<file path="config.mk">
export PLATFORM = sky130hd
export DESIGN_NAME = reaction_timer_ctrl_flat
export DESIGN_NICKNAME = d
export VERILOG_FILES = /design/src/rtl/reaction_timer_ctrl_if.sv /design/src/rtl/reaction_timer_ctrl.sv /design/src/flat_wrapper.sv
export SDC_FILE = /design/constraint.sdc
export NUM_CORES = 1
export LEC_CHECK = 0
export BUFFER_PORTS_ARGS = -buffer_cell sky130_fd_sc_hd__buf_2
export CAP_MARGIN = 10
export CORE_UTILIZATION = 30
export CTS_CLUSTER_SIZE = 12
export DETAILED_ROUTE_END_ITERATION = 10
export PLACE_DENSITY = 0.44
export SLEW_MARGIN = 20
export SYNTH_ARGS = -nofsm -noshare
export SYNTH_HDL_FRONTEND = slang
export SYNTH_SLANG_ARGS = --single-unit
</file>
<file path="constraint.sdc">
create_clock -name clk -period 4.37 [get_ports clk]
set_input_delay 0.874 -clock clk [delete_from_list [all_inputs] [get_ports clk]]
set_output_delay 0.874 -clock clk [all_outputs]
set_load 0.01 [all_outputs]
</file>
<file path="src/rtl/reaction_timer_ctrl_if.sv">
// Player/light-sequence side signals of the reaction timer.
// The slave modport is the controller; the master modport drives btn/lights.
interface reaction_timer_ctrl_if #(
  parameter int D_WIDTH = 8,
  parameter int T_WIDTH = 12
);
  logic               btn;
  logic [D_WIDTH-1:0] lights;
  logic               seq_trigger;
  logic               busy;
  logic               result_vld;
  logic               jump_start;
  logic               timeout;
  logic [T_WIDTH-1:0] react_ms;
  logic [T_WIDTH-1:0] best_ms;

  modport slave (
    input  btn, lights,
    output seq_trigger, busy, result_vld, jump_start, timeout, react_ms, best_ms
  );

  modport master (
    output btn, lights,
    input  seq_trigger, busy, result_vld, jump_start, timeout, react_ms, best_ms
  );
endinterface

</file>
<file path="src/rtl/reaction_timer_ctrl.sv">
// F1 start-light session controller: triggers the light sequence, times lights-out
// to button press in ms ticks, flags jump starts/timeouts, keeps last and best times.
module reaction_timer_ctrl #(
  parameter int D_WIDTH = 8,
  parameter int T_WIDTH = 12,
  parameter int DIV     = 1000,
  parameter int MAX_MS  = 2000
) (
  input logic                  clk,
  input logic                  rst,
  reaction_timer_ctrl_if.slave bus
);
  localparam int PW = (DIV > 2) ? $clog2(DIV) : 1;

  typedef enum logic [2:0] {IDLE, ARM, LIT, TIMING, FOUL, RESULT} state_t;

  state_t             state;
  logic [PW-1:0]      pre;
  logic [T_WIDTH-1:0] cnt;
  logic               btn_s1, btn_s2, btn_d;
  logic               press;
  logic               seq_trigger, busy, result_vld, jump_start, timeout;
  logic [T_WIDTH-1:0] react_ms, best_ms;

  // btn is asynchronous: two flops to resolve metastability, a third for edge detect.
  always_ff @(posedge clk or negedge rst) begin
    if (!rst) begin
      btn_s1 <= 1'b0;
      btn_s2 <= 1'b0;
      btn_d  <= 1'b0;
    end else begin
      btn_s1 <= bus.btn;
      btn_s2 <= btn_s1;
      btn_d  <= btn_s2;
    end
  end

  assign press = btn_s2 & ~btn_d;

  always_ff @(posedge clk or negedge rst) begin
    if (!rst) begin
      state       <= IDLE;
      pre         <= '0;
      cnt         <= '0;
      seq_trigger <= 1'b0;
      busy        <= 1'b0;
      result_vld  <= 1'b0;
      jump_start  <= 1'b0;
      timeout     <= 1'b0;
      react_ms    <= '0;
      best_ms     <= '1;
    end else begin
      seq_trigger <= 1'b0;
      result_vld  <= 1'b0;
      case (state)
        IDLE, RESULT: begin
          if (press) begin
            state       <= ARM;
            seq_trigger <= 1'b1;
            busy        <= 1'b1;
            jump_start  <= 1'b0;
            timeout     <= 1'b0;
          end
        end
        ARM: begin
          if (press)                             state <= FOUL;
          else if (bus.lights == {D_WIDTH{1'b1}}) state <= LIT;
        end
        LIT: begin
          // A press coinciding with lights-out is still a jump start.
          if (press) state <= FOUL;
          else if (bus.lights == '0) begin
            state <= TIMING;
            pre   <= '0;
            cnt   <= '0;
          end
        end
        TIMING: begin
          // Press has priority over the timeout in the same cycle.
          if (press) begin
            state      <= RESULT;
            busy       <= 1'b0;
            result_vld <= 1'b1;
            react_ms   <= cnt;
            if (cnt < best_ms) best_ms <= cnt;
          end else if (cnt == T_WIDTH'(MAX_MS)) begin
            state   <= RESULT;
            busy    <= 1'b0;
            timeout <= 1'b1;
          end else if (pre == PW'(DIV - 1)) begin
            pre <= '0;
            cnt <= cnt + 1'b1;
          end else begin
            pre <= pre + 1'b1;
          end
        end
        FOUL: begin
          state      <= RESULT;
          busy       <= 1'b0;
          jump_start <= 1'b1;
        end
        default: state <= IDLE;
      endcase
    end
  end

  assign bus.seq_trigger = seq_trigger;
  assign bus.busy        = busy;
  assign bus.result_vld  = result_vld;
  assign bus.jump_start  = jump_start;
  assign bus.timeout     = timeout;
  assign bus.react_ms    = react_ms;
  assign bus.best_ms     = best_ms;
endmodule

</file>
<file path="src/flat_wrapper.sv">
// flat-port wrapper written by rule: the top's interface ports become plain ports
module reaction_timer_ctrl_flat 
#(
  parameter int D_WIDTH = 8,
  parameter int T_WIDTH = 12,
  parameter int DIV     = 1000,
  parameter int MAX_MS  = 2000
)
  (clk, rst, bus_btn, bus_lights, bus_seq_trigger, bus_busy, bus_result_vld, bus_jump_start, bus_timeout, bus_react_ms, bus_best_ms);
  reaction_timer_ctrl_if #(.D_WIDTH(D_WIDTH), .T_WIDTH(T_WIDTH)) bus_i ();
  input logic clk;
  input logic rst;
  input wire logic [$bits(bus_i.btn)-1:0] bus_btn;
  input wire logic [$bits(bus_i.lights)-1:0] bus_lights;
  output wire logic [$bits(bus_i.seq_trigger)-1:0] bus_seq_trigger;
  output wire logic [$bits(bus_i.busy)-1:0] bus_busy;
  output wire logic [$bits(bus_i.result_vld)-1:0] bus_result_vld;
  output wire logic [$bits(bus_i.jump_start)-1:0] bus_jump_start;
  output wire logic [$bits(bus_i.timeout)-1:0] bus_timeout;
  output wire logic [$bits(bus_i.react_ms)-1:0] bus_react_ms;
  output wire logic [$bits(bus_i.best_ms)-1:0] bus_best_ms;
  assign bus_i.btn = bus_btn;
  assign bus_i.lights = bus_lights;
  assign bus_seq_trigger = bus_i.seq_trigger;
  assign bus_busy = bus_i.busy;
  assign bus_result_vld = bus_i.result_vld;
  assign bus_jump_start = bus_i.jump_start;
  assign bus_timeout = bus_i.timeout;
  assign bus_react_ms = bus_i.react_ms;
  assign bus_best_ms = bus_i.best_ms;
  reaction_timer_ctrl #(.D_WIDTH(D_WIDTH), .T_WIDTH(T_WIDTH), .DIV(DIV), .MAX_MS(MAX_MS)) u_core (.clk(clk), .rst(rst), .bus(bus_i));
endmodule
</file>
After elaboration in Yosys (flattened, before gate mapping). Cells that the tools add are included.

Register bits after elaboration: 57. Latch bits: 0. Bits in writable memories: 0. ROM bits: 0. Bits of input ports: 11. Output and inout bits: 29. Logic and storage cells: 83. Memories kept: 0.

Add/subtract/negate cells: 2. Multiply operators: 0. Divide/modulo/power cells: 0. Order comparisons: 1. Eq/ne operators: 18. Shift operators: 0. Muxes and demuxes: 32. Bitwise operators: 2. Reduce and logical (&&, ||, !) cells: 15.

Operators with widths (number): 12-bit two-way mux (5); 10-bit two-way mux (5); 12-bit one-hot mux with 2 select lines (1); 3-bit two-way mux (7); 10-bit one-hot mux with 2 select lines (1); 3-bit one-hot mux with 5 select lines (1); 12-bit by 1-bit adder with 12-bit output (second input constant) (1); 12-bit by 11-bit == test with 1-bit output (second input constant) (1); 12-bit less-than comparator (1); 10-bit by 1-bit adder with 10-bit output (second input constant) (1); 10-bit == test (second input constant) (1); 1-bit two-way mux (9); 3-bit by 1-bit != test with 1-bit output (second input constant) (3); 8-bit == test (second input constant) (1); 8-bit logical NOT (1); 2-bit by 1-bit != test with 1-bit output (second input constant) (4); 4-bit AND reduction (2); 3-bit by 2-bit == test with 1-bit output (second input constant) (2); 3-bit == test (second input constant) (2); 2-bit != test (second input constant) (3); 3-bit AND reduction (2); 6-bit AND reduction (1); 2-bit nonzero test (3); 5-bit AND reduction (1); 9 further kinds (11).

Logic depth before layout (Yosys ltp). Gate-level depths: netlist (run 1).

Depth after elaboration: 5. Gate-level depth with buffers: 8.

Worst setup path before layout (run 1). OpenSTA, ideal clock, no wires.

Kind: input to register. From: in bus_lights[0]. To: reg u_core.pre[3]. Setup time: 0.092 ns. Arrival time: 2.131 ns. Slack: 2.147 ns. Stages: 6. Cells stage by stage: nor4_1 > a21oi_1 > a211o_1 > or2_1 > buf_4 > o31ai_2.

Longest elaborated chain between the ends: 3.

Ends and longest elaborated chain: start, declared (line flat_wrapper.sv:14) `input wire logic [$bits(bus_i.lights)-1:0] bus_lights;`; 8-bit logical NOT (line reaction_timer_ctrl.sv:72) `else if (bus.lights == '0) begin`; 2-bit by 1-bit != test with 1-bit output (no source line); 5-bit AND reduction (no source line); end signal, assigned (line reaction_timer_ctrl.sv:94) `pre <= pre + 1'b1;`; end, declared (line reaction_timer_ctrl.sv:18) `logic [PW-1:0] pre;`.

No other way between the ends. A chain may end at the register's enable or synchronous reset.

Worst setup path after layout (run 1).
From: reg u_core.state[1]. To: reg u_core.best_ms[11], in the netlist u_core.bus.best_ms[11].

Longest elaborated chain between the ends: 2.

Ends and longest elaborated chain: start, declared (line reaction_timer_ctrl.sv:17) `state_t state;`; start signal, assigned (line reaction_timer_ctrl.sv:42) `state <= IDLE;`; start signal, assigned (line reaction_timer_ctrl.sv:58) `state <= ARM;`; start signal, assigned (line reaction_timer_ctrl.sv:66) `if (press) state <= FOUL;`; 3-bit by 2-bit == test with 1-bit output (line reaction_timer_ctrl.sv:55) `case (state)`; 3-bit AND reduction (no source line); end signal, assigned (line reaction_timer_ctrl.sv:85) `if (cnt < best_ms) best_ms <= cnt;`; end, declared (line reaction_timer_ctrl.sv:23) `logic [T_WIDTH-1:0] react_ms, best_ms;`.

No other way between the ends.

==> impl_metrics.ini, run 1 <==
[critical_path]
crit_arrival_ns = 3.03
crit_path_start_kind = register
endpoint_kind = register
critPathLaunch = u_core.state[1]$_DFFE_PN0P_
reg2regPathDepth = 6
worst-setup-path-type = reg2reg
setup.worst_path.end = u_core.bus.best_ms[11]$_DFFE_PN1P_
cp.required_ns = 4.63
reg2reg_to = u_core.bus.best_ms[11]$_DFFE_PN1P_
reg2reg_setup_slack_ns = 1.60
critPathMaxFanout = 14
reg2reg_from = u_core.state[1]$_DFFE_PN0P_

[cells_and_area]
diodes = 0
layout_commonest_cell = dfrtp_1
drive_gt1_frac = 0.320
design_area_um2 = 3450
utilization = 0.368
final_nets = 343
final_cell_mix = 45 x dfrtp_1, 39 x buf_2, 23 x mux2_2
syn2layout_area_growth_pct = 16.6

[placement]
hpwlAfterDp_um = 4410
place_congestion = 0.732
io_buffer_count = 39
post_dp_cell_area_um2 = 3270

[floorplanning]
dieHeight_um = 101
core_um2 = 9370
die_w_um = 101
die-area_um2 = 10300
placementRows = 35
pin_count = 40
start_util = 0.315

[detailed_routing]
drt_iter0_drc = 67
totalWireLength_um = 6450
ant_nets = 0
dr.pass1.iters = 4
via_per_inst = 5.00
num_vias = 2256
drc = 0
drt-wirelength-per-cell_um = 14.3

[logic_synthesis]
yosys.area.top_type = dfrtp_1
synthTopCellsByArea = dfrtp_1 38%, dfstp_2 11%, mux2_2 8.8%, ha_1 5.9%, o21ai_0 3.0%
netlist_area_um2 = 2960
ys.flop_type = dfrtp_1
ys_seq_elements = 57
yosysWarnings = 0
syn-instance-count = 278
synthArstFlopShare = 1.00
synth.net_count = 303
yosys.area.top_type_share = 0.381
ys_types = 49
post_synth.cell_area_avg_um2 = 10.6
synth-edff-count = 0
ys_seq_area_frac = 0.488

[clock_network]
clk_path_buf_depth = 2
cts_buffers = 9
cts_root_buffer = clkbuf_8
postCtsSetupBuffers = 0
htree_levels = 3
cts_resized = 0
numClockSinks = 57
clk_transition_reported_paths_ns = 0.06
tritoncts = yes
cts_hold_buffers = 0
insertion_delay_ns = 0.34

[power]
powerDensity_nw_per_um2 = 341
p_leak_nw = 1.56
irDropWorstVdd_uv = 180

[global_routing]
antenna_found_initial = 0
grt_pass1_vias = 2291
grt_max_degree = 33
grt_usage = 0.140
gr-total-overflow = 0
grt_pass1_wl_um = 10900

[timing]
fmaxAchievable_ghz = 0.361
setup_violations = 0
period_share = 0.633
timing_hold_violations_final = 0
slew_viol_final = 0
fin_crit_ns = 2.77
tightest_slew_ns = 1.05
setup_tns_ns = 0
finalClockSkew_ns = 0.0103
grt_setup_unrepaired = no
hold_ws_ns = 0.356
timing.slew.headroom = 0.298

[worst_hold_path]
hold_depth = 0
hold_class = reg2reg

[status]
status = complete, no violations

[flow_run]
drv_cap = 0
## synthesized netlist by cell type, types with 7 or more instances
cell,count
nor2_1,14
nand3_1,8
o21ai_0,18
dfrtp_1,45
inv_1,17
a31oi_1,11
a21oi_1,17
mux2_2,23
nand2_1,19
o31ai_1,7
ha_1,14
dfstp_2,12
## cell families after synthesis
logic type      share of synthesized area
flops                               0.488
compound gates                      0.161
fa+ha+maj                          0.0593
simple gates                        0.148
buf+inv                            0.0436
xor+xnor                          0.00889
mux                                0.0910
## stage by stage
step           setup WS, ns  total power [W]  cells
6_report               1.60          0.00118    451
5_1_grt                1.37          0.00124    451
4_1_cts                1.54          0.00120    451
3_5_place_dp           1.55         0.000732    436
3_3_place_gp           1.60         0.000730    436
2_1_floorplan          2.15         0.000678    278
## state kept, by name, indices dropped and copies added (netlist names), 3 cells and up
name                 cells
u_core.bus.best_ms      12
u_core.bus.react_ms     12
u_core.cnt              12
u_core.pre              10
u_core.state             3
## how the worst min path moves through the flow
| stage | to | slack (ns) | startpoint |
|---|---|---|---|
| 2_1_floorplan | u_core.btn_s2$_DFF_PN0_ | 0.33 | u_core.btn_s1$_DFF_PN0_ |
| 3_3_place_gp | u_core.btn_s2$_DFF_PN0_ | 0.35 | u_core.btn_s1$_DFF_PN0_ |
| 3_5_place_dp | u_core.btn_s2$_DFF_PN0_ | 0.34 | u_core.btn_s1$_DFF_PN0_ |
| 4_1_cts | u_core.btn_s2$_DFF_PN0_ | 0.36 | u_core.btn_s1$_DFF_PN0_ |
| 5_1_grt | u_core.btn_s2$_DFF_PN0_ | 0.37 | u_core.btn_s1$_DFF_PN0_ |
| 6_report | u_core.btn_s2$_DFF_PN0_ | 0.36 | u_core.btn_s1$_DFF_PN0_ |
## layer usage
layer	up-vias	global-route usage	wire, um
li1	1099	-	-
met1	1117	0.166	2900
met2	34	0.243	3250
met3	6	0.0469	235
met4	0	0.0401	70
met5	-	0	0
## critical path, cell delays in order (launching register included)
cell and delay [ns]:
dfrtp_1 0.58, nand3b_1 0.28, nor2_2 0.14, buf_4 0.24, o211ai_1 0.14, a211oi_2 0.88
mux2_2 0.42
## power breakdown
part,internal (W),switching [W]
logic,0.0000526,0.0000699
clock network,0.000246,0.000211
registers,0.000557,0.0000395
## cell type report
type	instances	area [um2]
fill	986	5930
sequential	57	1440
multi-input combinational	191	1390
timing repair buffer	41	210
clock buffer	12	165
tap	129	161
inverter	18	67.6
clock inverter	3	15.0
Power figures use the tool's default switching activity.
==> run 2: changes to the inputs <==
--- a/config.mk
+++ b/config.mk
@@ -5,6 +5,7 @@
 export SDC_FILE = /design/constraint.sdc
 export NUM_CORES = 1
 export LEC_CHECK = 0
+export ABC_AREA = 1
 export BUFFER_PORTS_ARGS = -buffer_cell sky130_fd_sc_hd__buf_2
 export CAP_MARGIN = 10
 export CORE_UTILIZATION = 30
==> constraint.sdc (replaced) <==
create_clock -name clk -period 2.9 [get_ports clk]
set_input_delay 0.58 -clock clk [delete_from_list [all_inputs] [get_ports clk]]
set_output_delay 0.58 -clock clk [all_outputs]
set_load 0.01 [all_outputs]
==> run 2 against run 1 <==
  * Largest cell class is now multi-input gates
  * Total power rose by 110%
  * Global-route usage grew 1.6 points
  * Final cell count is 44% higher
==> impl_metrics.ini, run 2 <==
[power]
powerDensity_nw_per_um2 = 627
irDropWorstVdd_uv = 434
p_leak_nw = 2.06

[critical_path]
reg2regPathDepth = 10
endpoint_kind = register
crit_path_start_kind = register
reg2reg_setup_slack_ns = 0.91
cp.required_ns = 3.16
crit_arrival_ns = 2.25
critPathMaxFanout = 13
reg2reg_to = u_core.bus.best_ms[4]$_DFFE_PN1P_
reg2reg_from = u_core.bus.best_ms[9]$_DFFE_PN1P_
worst-setup-path-type = reg2reg

[clock_network]
cts_resized = 0
insertion_delay_ns = 0.33
htree_levels = 3
numClockSinks = 57
clk_path_buf_depth = 2
cts_root_buffer = clkbuf_16
tritoncts = yes
postCtsSetupBuffers = 0
cts_hold_buffers = 0
clk_transition_reported_paths_ns = 0.05
cts_buffers = 9

[logic_synthesis]
synthTopCellsByArea = dfrtp_1 33%, nand2_1 18%, dfstp_2 9.3%, nand3_1 7.2%, inv_1 6.5%
ys_types = 33
yosysWarnings = 0
ys.flop_type = dfrtp_1
ys_seq_area_frac = 0.426
yosys.area.top_type_share = 0.332
yosysMostFrequentCell = nand2_1
ys_seq_elements = 57
synth_commonest_cells = 162 x nand2_1, 59 x inv_1, 49 x nand3_1
netlist_area_um2 = 3390
synth-edff-count = 0
synthArstFlopShare = 1.00
post_synth.cell_area_avg_um2 = 7.30
yosys.area.top_type = dfrtp_1
synth.net_count = 489
syn-instance-count = 464

[timing]
fin_crit_ns = 1.99
slew_viol_final = 0
setup_violations = 0
timing.slew.headroom = 0.505
period_share = 0.688
grt_setup_unrepaired = no
tightest_slew_ns = 0.743
timing_hold_violations_final = 0
fmaxAchievable_ghz = 0.501
finalWorstSetupSlack_ns = 0.906
finalClockSkew_ns = 0.00420
setup_tns_ns = 0

[worst_hold_path]
hold_class = in2async

[global_routing]
grt_max_degree = 30
antenna_found_initial = 0
grt_usage = 0.156
gr-total-overflow = 0
grt_pass1_vias = 2839
grt_pass1_wl_um = 13900

[flow_run]
drv_cap = 0

[cells_and_area]
final_nets = 530
final_cell_mix = 162 x nand2_1, 59 x inv_1, 49 x nand3_1
utilization = 0.366
diodes = 0
drive_gt1_frac = 0.163
top_regs = u_core.bus.best_ms x12, u_core.bus.react_ms x12, u_core.cnt x12
syn2layout_area_growth_pct = 18.1
layout_commonest_cell = nand2_1

[detailed_routing]
ant_nets = 0
totalWireLength_um = 8210
dr.pass1.iters = 4
drt_iter0_drc = 115
drc = 0
drt-wirelength-per-cell_um = 12.6
num_vias = 2974
via_per_inst = 4.58

[floorplanning]
dieHeight_um = 108
die_w_um = 108
start_util = 0.310
core_um2 = 10900
die-area_um2 = 11700
pin_count = 40
placementRows = 38

[status]
status = complete, no violations

[placement]
hpwlAfterDp_um = 5910
place_ws_ns = 0.917
io_buffer_count = 39
place_congestion = 0.838
-- run 2: cell count changes after synthesis, sizes merged, moves of 5 or more --
| cell | change |
|---|---|
| nand3 | +44 |
| nand2b | -5 |
| and3 | -5 |
| mux2 | -23 |
| nand2 | +146 |
| nand4 | +5 |
| nor2 | +31 |
| nor4 | -6 |
| o31ai | -11 |
| a21oi | -8 |
| inv | +42 |
| a31oi | -11 |
-- run 2: cell families (layout without fill, tap and decap cells) --
logic type | after synthesis | after routing | synth area share
buffers and inverters | 75 | 121 | 0.0931
AND/OR/NAND/NOR | 279 | 279 | 0.364
adder cells (fa/ha/maj) | 14 | 14 | 0.0517
flip-flops | 57 | 57 | 0.426
XOR/XNOR | 3 | 3 | 0.00776
AO/OA/AOI/OAI | 36 | 36 | 0.0580
-- run 2: metrics by stage --
| step | instance area [um2] | power [W] | hold slack (ns) | instances |
|---|---|---|---|---|
| 2_1_floorplan | 3390 | 0.00137 | 0.284 | 464 |
| 3_3_place_gp | 3730 | 0.00154 | 0.342 | 634 |
| 3_5_place_dp | 3730 | 0.00154 | 0.336 | 634 |
| 4_1_cts | 4000 | 0.00254 | 0.334 | 650 |
| 5_1_grt | 4000 | 0.00268 | 0.343 | 650 |
| 6_report | 4000 | 0.00251 | 0.316 | 650 |
-- run 2: area by class of cell --
cell class	instances	area [um2]
Fill cell	1165	6930
Timing Repair Buffer	44	245
Clock buffer	13	260
Multi-Input combinational cell	332	1630
Inverter	61	234
Tap cell	140	175
Clock inverter	3	15.0
Sequential cell	57	1440
-- run 2: metal layers --
layer,wire (um),part of all wire,vias to the layer above,track usage
li1,-,-,1551,-
met3,303,0.037,9,0.0530
met2,3920,0.48,42,0.261
met5,0,0,-,0
met1,3880,0.47,1372,0.192
met4,96,0.012,0,0.0405
-- run 2: critical path: stages (launching register included) --
cell	delay, ns
dfstp_2	0.54
inv_1	0.05
ha_1	0.30
nand2_1	0.08
inv_1	0.04
o21ai_0	0.29
nand3_4	0.14
nor2_8	0.21
nand2_4	0.14
nand2_1	0.10
nand2_1	0.05
-- run 2: how the worst max path moves through the flow --
stage / startpoint / end / slack (ns) / cells after the start
final: u_core.bus.best_ms[9]$_DFFE_PN1P_ / u_core.bus.best_ms[4]$_DFFE_PN1P_ / 0.91 / 10
after global placement: u_core.bus.best_ms[9]$_DFFE_PN1P_ / u_core.bus.best_ms[11]$_DFFE_PN1P_ / 0.96 / 10
after detailed placement: u_core.bus.best_ms[9]$_DFFE_PN1P_ / u_core.bus.best_ms[5]$_DFFE_PN1P_ / 0.92 / 10
after CTS: u_core.bus.best_ms[9]$_DFFE_PN1P_ / u_core.bus.best_ms[5]$_DFFE_PN1P_ / 0.89 / 10
after global routing: u_core.state[2]$_DFFE_PN0P_ / u_core.state[2]$_DFFE_PN0P_ / 0.72 / 7
after floorplan: u_core.bus.best_ms[9]$_DFFE_PN1P_ / u_core.bus.best_ms[2]$_DFFE_PN1P_ / 1.05 / 11
-- run 2: where the power goes --
| part | switching, W | internal [W] | leakage, nW | total (W) |
|---|---|---|---|---|
| sequential | 0.0000604 | 0.000862 | 0.734 | 0.000923 |
| combinational | 0.000419 | 0.000184 | 1.19 | 0.000603 |
| clock | 0.000362 | 0.000620 | 0.139 | 0.000982 |
==> run 3: changes to the inputs <==
--- a/config.mk
+++ b/config.mk
@@ -11,7 +11,7 @@
 export CORE_UTILIZATION = 30
 export CTS_CLUSTER_SIZE = 12
 export DETAILED_ROUTE_END_ITERATION = 10
-export PLACE_DENSITY = 0.44
+export PLACE_DENSITY = 0.45
 export SLEW_MARGIN = 20
 export SYNTH_ARGS = -nofsm -noshare
 export SYNTH_HDL_FRONTEND = slang
==> constraint.sdc (replaced) <==
create_clock -name clk -period 1.65 [get_ports clk]
set_input_delay 0.33 -clock clk [delete_from_list [all_inputs] [get_ports clk]]
set_output_delay 0.33 -clock clk [all_outputs]
set_load 0.01 [all_outputs]
==> run 3 against run 2 <==
  * The run now ends with negative setup slack left
  * Critical path depth unchanged
  * Clock skew up 0.0045 ns
  * Routed wire length is 12% higher
  * Hold slack got worse by 0.31 ns
  * Non-clock buffer count up 53
  * Utilization is 8.0 points higher
  * Register-to-register slack got worse by 0.93 ns
  * Cell area rose by 22%
  * Largest power group unchanged
==> impl_metrics.ini, run 3 (synthesis gave the netlist of run 2 again) <==
[status]
status = finished, violations left
failed_checks = negative setup slack

[cells_and_area]
drive_gt1_frac = 0.377
fill_cells = 1106
final_cell_mix = 133 x nand2_1, 50 x inv_1, 44 x buf_4
final_nets = 583
layout_commonest_cell = nand2_1
top_regs = u_core.bus.best_ms x12, u_core.bus.react_ms x12, u_core.cnt x12
design_area_um2 = 4880
syn2layout_area_growth_pct = 44.0
diodes = 0

[timing]
finalWorstSetupSlack_ns = -0.0276
finalClockSkew_ns = 0.00873
slew_viol_final = 0
fin_crit_ns = 1.68
timing.slew.headroom = 0.758
grt_setup_unrepaired = yes
fmaxAchievable_ghz = 0.596
tightest_slew_ns = 0.361
period_share = 1.02
setup_violations = 9
setup_tns_ns = -0.127
timing_hold_violations_final = 0

[detailed_routing]
drc = 0
dr.pass1.iters = 4
ant_nets = 0
totalWireLength_um = 9190
num_vias = 3247
drt_iter0_drc = 102
via_per_inst = 4.62
drt-wirelength-per-cell_um = 13.1

[global_routing]
antenna_found_initial = 0
gr-total-overflow = 0
grt_max_degree = 58
grt_pass1_wl_um = 15200
grt_usage = 0.170
grt_pass1_vias = 3243

[clock_network]
cts_root_buffer = clkbuf_16
insertion_delay_ns = 0.33
clk_path_buf_depth = 2
htree_levels = 3
tritoncts = yes
numClockSinks = 57
cts_buffers = 9
clk_transition_reported_paths_ns = 0.05
cts_hold_buffers = 0

[placement]
hpwlAfterDp_um = 6320
post_dp_cell_area_um2 = 4140
place_congestion = 0.831
io_buffer_count = 39

[critical_path]
endpoint_kind = register
reg2reg_from = u_core.bus.best_ms[9]$_DFFE_PN1P_
cp.required_ns = 1.92
crit_path_start_kind = register
reg2regPathDepth = 10
critPathMaxFanout = 4
reg2reg_setup_slack_ns = -0.03
reg2reg_to = u_core.bus.best_ms[4]$_DFFE_PN1P_
crit_arrival_ns = 1.95
worst-setup-path-type = reg2reg

[flow_run]
drv_cap = 0

[floorplanning]
die-area_um2 = 11700
pin_count = 40
die_w_um = 108
start_util = 0.310
placementRows = 38
dieHeight_um = 108
core_um2 = 10900

[power]
switchingPower_w = 0.00169
irDropWorstVdd_uv = 634
clkPwrFrac = 0.349
p_int_w = 0.00330
powerDensity_nw_per_um2 = 1020
p_sw_frac = 0.339
p_leak_nw = 2.40
combPwrFrac = 0.328
power_frac_seq = 0.323

[worst_hold_path]
hold_class = in2async
[run 3: layout make-up]
class / count / area (um2) / share of cell area
well taps: 140 / 175 / 0.0359
flip-flops and latches: 57 / 1450 / 0.297
inverters: 61 / 234 / 0.0480
multi-input cells: 332 / 1970 / 0.404
repair buffers: 97 / 777 / 0.159
clock buffers: 13 / 260 / 0.0534
clock inverters: 3 / 15.0 / 0.00308
[run 3: how the worst max path moves through the flow]
stage / slack, ns / endpoint / cells past startpoint / start
finish: -0.03 / u_core.bus.best_ms[4]$_DFFE_PN1P_ / 10 / u_core.bus.best_ms[9]$_DFFE_PN1P_
global route: -0.12 / u_core.bus.best_ms[11]$_DFFE_PN1P_ / 9 / u_core.cnt[1]$_DFFE_PN0P_
CTS: -0.03 / u_core.bus.best_ms[11]$_DFFE_PN1P_ / 10 / u_core.bus.best_ms[9]$_DFFE_PN1P_
detailed placement: -0.11 / u_core.bus.best_ms[9]$_DFFE_PN1P_ / 10 / u_core.bus.best_ms[9]$_DFFE_PN1P_
global placement: -0.05 / u_core.bus.best_ms[2]$_DFFE_PN1P_ / 10 / u_core.bus.best_ms[9]$_DFFE_PN1P_
floorplan: 0.00008 / u_core.bus.best_ms[9]$_DFFE_PN1P_ / 11 / u_core.bus.best_ms[11]$_DFFE_PN1P_
[run 3: timing repair]
item / CTS / global route
resized for setup: 31 / 55
pin swaps: 26 / 29
cloned: 1 / 2
buffers inserted: 2 / 6
setup endpoints to repair: 17 / 39
[run 3: power groups by stage]
stage | combinational, W | sequential (W) | clock [W]
global route | 0.00181 | 0.00162 | 0.00186
detailed placement | 0.00132 | 0.00163 | 0
CTS | 0.00137 | 0.00161 | 0.00181
floorplan | 0.000782 | 0.00163 | 0
global placement | 0.00132 | 0.00163 | 0
finish | 0.00164 | 0.00161 | 0.00174
[run 3: stage by stage]
stage	util	power, W	worst slack (ns)	hold slack, ns	instances
6_report	0.446	0.00499	-0.0276	0.00218	703
5_1_grt	0.446	0.00529	-0.119	0.0138	703
4_1_cts	0.421	0.00479	-0.0254	0.0207	695
3_5_place_dp	0.378	0.00296	-0.110	0.344	676
3_3_place_gp	0.378	0.00295	-0.0536	0.340	676
2_1_floorplan	-	0.00241	0.0000834	0.0344	464
[run 3: metal layers]
metal  GRT usage  wire, um  up-vias  part of all wire
met5           0         0        -                 0
met4      0.0676       208        0             0.023
met3      0.0368       295       18             0.032
met2       0.298      4590       56              0.50
met1       0.201      4090     1519              0.45
li1            -         -     1654                 -
[run 3: critical path, cell delays in order (launching register included)]
cell	delay, ns
dfstp_2	0.54
inv_2	0.04
ha_4	0.21
nand2_2	0.06
inv_2	0.03
o21ai_2	0.14
nand3_4	0.11
nor2_8	0.19
clkbuf_16	0.18
nand3_2	0.06
nand2_1	0.06
